===== src/rtl/cg_mem_master.sv =====
// cg_mem_master: single-outstanding core-to-memory request sequencer with read watchdog.
// Define CG_MEM_MASTER_STATS_EN to add read/write/timeout event counters.
module cg_mem_master #(
    parameter int DATA_WIDTH     = 32,
    parameter int ADDR_WIDTH     = 32,
    parameter int TIMEOUT_CYCLES = 16
) (
    input  logic                  clk,
    input  logic                  rst_n,
    input  logic                  req_valid,
    output logic                  req_ready,
    input  logic                  req_we,
    input  logic [ADDR_WIDTH-1:0] req_addr,
    input  logic [DATA_WIDTH-1:0] req_wdata,
    output logic                  resp_valid,
    input  logic                  resp_ready,
    output logic [DATA_WIDTH-1:0] resp_rdata,
    output logic                  resp_err,
    output logic [ADDR_WIDTH-1:0] waddr,
    output logic [DATA_WIDTH-1:0] wdata,
    output logic                  wen,
    output logic                  wvalid,
    input  logic                  wready,
    output logic [ADDR_WIDTH-1:0] araddr,
    output logic                  arvalid,
    input  logic                  arready,
    input  logic                  rvalid,
    output logic                  rready,
    input  logic [DATA_WIDTH-1:0] rdata
`ifdef CG_MEM_MASTER_STATS_EN
    ,
    output logic [31:0]           stat_rd_cnt,
    output logic [31:0]           stat_wr_cnt,
    output logic [31:0]           stat_to_cnt
`endif
);
    localparam logic [2:0] IDLE    = 3'd0;
    localparam logic [2:0] WR      = 3'd1;
    localparam logic [2:0] RD_ADDR = 3'd2;
    localparam logic [2:0] RD_WAIT = 3'd3;
    localparam logic [2:0] RESP    = 3'd4;
    localparam int         WDW     = $clog2(TIMEOUT_CYCLES);
    localparam logic [WDW-1:0] WD_LAST = WDW'(TIMEOUT_CYCLES - 1);

    logic [2:0]            state_q, state_d;
    logic [ADDR_WIDTH-1:0] addr_q, addr_d;
    logic [DATA_WIDTH-1:0] wdat_q, wdat_d;
    logic [DATA_WIDTH-1:0] rdat_q, rdat_d;
    logic                  err_q, err_d;
    logic [WDW-1:0]        wd_q, wd_d;
    logic                  rdy_q;

    always_comb begin
        state_d = state_q;
        addr_d  = addr_q;
        wdat_d  = wdat_q;
        rdat_d  = rdat_q;
        err_d   = err_q;
        wd_d    = wd_q;
        case (state_q)
            IDLE: if (req_valid && req_ready) begin
                addr_d  = req_addr;
                wdat_d  = req_wdata;
                state_d = req_we ? WR : RD_ADDR;
            end
            WR: state_d = wready ? IDLE : WR;
            RD_ADDR: if (arready) begin
                state_d = RD_WAIT;
                wd_d    = '0;
            end
            RD_WAIT: if (rvalid) begin
                rdat_d  = rdata;
                err_d   = 1'b0;
                state_d = RESP;
            end else if (wd_q == WD_LAST) begin
                rdat_d  = '0;
                err_d   = 1'b1;
                state_d = RESP;
            end else begin
                wd_d = wd_q + 1'b1;
            end
            RESP: state_d = resp_ready ? IDLE : RESP;
            default: state_d = IDLE;
        endcase
    end

    // rdy_q keeps req_ready low while reset is held; it rises on the first clock after release.
    always_ff @(posedge clk or negedge rst_n) begin
        if (!rst_n) begin
            state_q <= IDLE;
            addr_q  <= '0;
            wdat_q  <= '0;
            rdat_q  <= '0;
            err_q   <= 1'b0;
            wd_q    <= '0;
            rdy_q   <= 1'b0;
        end else begin
            state_q <= state_d;
            addr_q  <= addr_d;
            wdat_q  <= wdat_d;
            rdat_q  <= rdat_d;
            err_q   <= err_d;
            wd_q    <= wd_d;
            rdy_q   <= 1'b1;
        end
    end

    assign req_ready  = rdy_q && (state_q == IDLE);
    assign wen        = (state_q == WR);
    assign wvalid     = (state_q == WR);
    assign arvalid    = (state_q == RD_ADDR);
    assign rready     = (state_q == RD_ADDR) || (state_q == RD_WAIT);
    assign resp_valid = (state_q == RESP);
    assign waddr      = addr_q;
    assign araddr     = addr_q;
    assign wdata      = wdat_q;
    assign resp_rdata = rdat_q;
    assign resp_err   = err_q;

`ifdef CG_MEM_MASTER_STATS_EN
    logic [31:0] rd_cnt_q, wr_cnt_q, to_cnt_q;

    always_ff @(posedge clk or negedge rst_n) begin
        if (!rst_n) begin
            rd_cnt_q <= '0;
            wr_cnt_q <= '0;
            to_cnt_q <= '0;
        end else begin
            if (state_q == RD_WAIT && rvalid) rd_cnt_q <= rd_cnt_q + 1'b1;
            if (state_q == WR && wready) wr_cnt_q <= wr_cnt_q + 1'b1;
            if (state_q == RD_WAIT && !rvalid && wd_q == WD_LAST) to_cnt_q <= to_cnt_q + 1'b1;
        end
    end

    assign stat_rd_cnt = rd_cnt_q;
    assign stat_wr_cnt = wr_cnt_q;
    assign stat_to_cnt = to_cnt_q;
`endif
endmodule


===== config.mk =====
export PLATFORM = sky130hd
export DESIGN_NAME = cg_mem_master
export DESIGN_NICKNAME = d
export VERILOG_FILES = /design/src/rtl/cg_mem_master.sv
export SDC_FILE = /design/constraint.sdc
export NUM_CORES = 1
export LEC_CHECK = 0
export CORE_UTILIZATION = 25
export CTS_CLUSTER_DIAMETER = 30
export DETAILED_ROUTE_END_ITERATION = 10
export PLACE_DENSITY = 0.61
export REMOVE_ABC_BUFFERS = 1
export SETUP_SLACK_MARGIN = 0.4
export SYNTH_ARGS = -nofsm -noshare
export SYNTH_HDL_FRONTEND = slang
export SYNTH_SLANG_ARGS = --single-unit

===== constraint.sdc =====
create_clock -name clk -period 2.6 [get_ports clk]
set_input_delay 0.26 -clock clk [delete_from_list [all_inputs] [get_ports clk]]
set_output_delay 0.26 -clock clk [all_outputs]
set_load 0.03 [all_outputs]

==> results by group <==
Outcome
  • Status: finished, final reports clean

Timing
  • Worst Tran Pin Value: 0.502 ns
  • Max-slew violations: 0
  • Setup TNS: 0 ns
  • Tcrit/Tclk final: 74.5%
  • RSZ-0062 raised after global routing: no
  • Setup violators final: 0
  • Rel. slew slack: 66.5%
  • Final worst path period need: 1.94 ns
  • Final Hold Viols: 0
  • Max Fclk: 0.516 GHz
  • Worst Clk Skew: 0.0112 ns

Synth
  • Synth cell types: 36
  • Primary FF master, synth: dfrtp_1
  • Largest area contributor in the netlist: dfrtp_1
  • Synth top area cells: dfrtp_1, mux2_4, a22o_1
  • Syn Area/Cell: 15.2 um2
  • Synth top area share: 57.5%
  • EDFF count, synth: 0
  • Async set-reset flop share out of synthesis: 100%
  • #FFs+latches synth: 105
  • Synthesized instance count: 300
  • Synthesized area: 4570 um2
  • Register area share after synthesis: 57.5%
  • YS warnings: 0

Clocking
  • Clock Tree Root: clkbuf_16
  • Postcts setup bufs: 0
  • Clk Latency, worst-skew pair: 0.35 ns
  • CTS tree: built
  • CTS sink count: 105
  • Num CTS Buffers: 9
  • Clk slew on worst S/H paths: 0.07 ns
  • Max clock buf depth: 2
  • Htree depth: 3

Power
  • Pwr Total: 10.5 mW
  • Power Density: 1440 nW/um2
  • Maximum vdd drop: 0.000845 V
  • P_leak: 3.34 nW

Final layout
  • Finished Core Util: 40.5%
  • Post-Layout Cell Count: 741
  • Final Cell Area: 7280 um2
  • FILL cells: 1665
  • Layout net count: 613
  • Synthesis-to-layout area growth: 59.1%
  • Layout cell share with drive strength beyond 1: 18.4%
  • ANT cells: 0

Worst setup path
  • Kind of critical path: flip-flop to primary output
  • CP arrival: 1.68 ns
  • Worst setup EP type: primary output
  • CP max stage delay: 0.54 ns
  • CP max-delay cell: dfrtp_2
  • Setup crit start kind: flip-flop
  • Crit-path cells: nor4b_4, dlygate4sd2_1
  • Required @ worst endpoint: 2.34 ns
  • Critical-path maximum fanout: 22

Floorplan
  • Die height: 137 um
  • Initial Util: 25.5%
  • Total core area: 18000 um2
  • Die area: 18800 um2
  • Top Ports: 239
  • Die Span X: 137 um
  • Floorplan row count: 49

Routing
  • Starting DRC count in detailed routing: 96
  • Pre-antenna DRT Iters: 4
  • DRC: 0
  • DR vias/cell: 4.26
  • WL final: 11.8 mm
  • Via count: 3153
  • Post-route antenna net violation count: 0
  • Post-DR wirelength/cell: 15.9 um

Global route
  • Total gr overflow: 0
  • Vias in the first global route: 3181
  • Gr usage total: 12.1%
  • Pin count of the biggest net entering global routing: 48
  • First-pass GRT wire length: 17.1 mm
  • Initial antenna violation count: 0

Place
  • Hpwl dp: 8.50 mm
  • Placed insts: 725
  • # port buffers: 238
  • Dpl cell area: 6920 um2
  • GP Congestion: 0.744

Hold path
  • Min-Delay Path Class: input port to async pin

Flow run
  • Max Cap Violations: 0
==> cells in the mapped netlist, drive strengths merged (2+ instances only) <==
| master | n |
|---|---|
| a21oi | 5 |
| nor3 | 2 |
| mux2 | 64 |
| buf | 48 |
| nand2 | 6 |
| a211o | 2 |
| a22o | 32 |
| nand3b | 2 |
| nand3 | 2 |
| dfrtp | 105 |
| and3 | 3 |
| inv | 4 |
| nor4b | 2 |
| nor3b | 2 |
| nor2 | 4 |
| o21ai | 3 |
==> registers in the layout (all words and copies together), names as in the netlist <==
| signal | flops |
|---|---|
| araddr | 32 |
| rdy_q | 1 |
| resp_err | 1 |
| resp_rdata | 32 |
| state_q | 3 |
| wd_q | 4 |
| wdata | 32 |
==> report_power, final <==
part / leakage, nW / internal [mW] / switching [mW]
sequential: 1.27 / 2.42 / 0.602
clock: 0.155 / 0.937 / 0.602
combinational: 1.91 / 2.85 / 3.06
==> layout make-up <==
type / instances / area [um2] / area share (%)
tap: 229 / 287 / 3.94
timing repair buffer: 246 / 2470 / 34.0
clock inverter: 5 / 105 / 1.44
clock buffer: 10 / 229 / 3.15
multi-input combinational: 142 / 1540 / 21.1
inverter: 4 / 15.0 / 0.206
sequential: 105 / 2630 / 36.1
==> cells by family (layout without fill, tap and decap cells) <==
logic type                 after synthesis  in the layout  share of synthesized area, %
adders and majority gates                1              1                         0.274
DFF                                    105            105                          57.5
buffers and inverters                   53            265                          8.97
and+or+nand+nor                         26             26                          3.67
muxes                                   64             64                          20.7
AOI/OAI and AO/OA                       50             50                          8.86
other                                    1              1                        0.0820
==> per-stage QoR <==
stage / worst slack, ns / hold WS (ns)
6_report: 0.663 / 0.427
5_1_grt: 0.533 / 0.482
4_1_cts: 0.340 / 0.437
3_5_place_dp: 0.529 / 0.267
3_3_place_gp: 0.607 / 0.263
2_1_floorplan: 0.230 / -0.0356
==> critical path: cells and delay by family, from the launching register on <==
family,cells,cell delay (ns)
buffers and inverters,1,0.45
DFF,1,0.54
and+or+nand+nor,1,0.34
==> cell usage in the layout (no fill, tap or decap), drive strengths merged, types with 2 or more instances in the layout <==
| cell type | n |
|---|---|
| dlygate4sd2 | 2 |
| clkdlybuf4s50 | 231 |
| dlymetal6s2s | 4 |
| nand2 | 6 |
| nor4b | 2 |
| a21oi | 5 |
| nor2 | 4 |
| nor3b | 2 |
| clkinvlp | 2 |
| o21ai | 3 |
| and3 | 3 |
| dfrtp | 105 |
| inv | 4 |
| nor3 | 2 |
| bufinv | 3 |
| buf | 8 |
| a211o | 2 |
| nand3b | 2 |
| clkbuf | 10 |
| mux2 | 64 |
| a22o | 32 |
| nand3 | 2 |
==> timing repair <==
item                       CTS  global route
cloned                       0             0
gates resized for setup      3             5
hold buffers                 1             0
pin swaps                    0             0
hold endpoints to repair    37             0
setup endpoints to repair    4             4
==> routing by layer <==
metal	wire [um]	vias up	track usage, %
met3	1100	12	4.23
met2	5510	178	19.8
li1	-	1448	-
met1	4970	1515	14.4
met4	198	0	5.37
met5	0	-	0
==> worst paths after layout <==
kind / start / to / slack [ns] / depth (start not counted)
max: state_q[0] / req_ready / 0.66 / 2
min in group clk: resp_rdata[6] / resp_rdata[6] / 0.50 / 1
min reg2reg: resp_rdata[6] / resp_rdata[6] / 0.50 / 1
max in group asynchronous: rst_n / araddr[15] / 1.49 / 3
min: rst_n / resp_rdata[6] / 0.43 / 2
max reg2reg: state_q[0] / araddr[7] / 0.76 / 4
(Power assumes the default switching activity.)
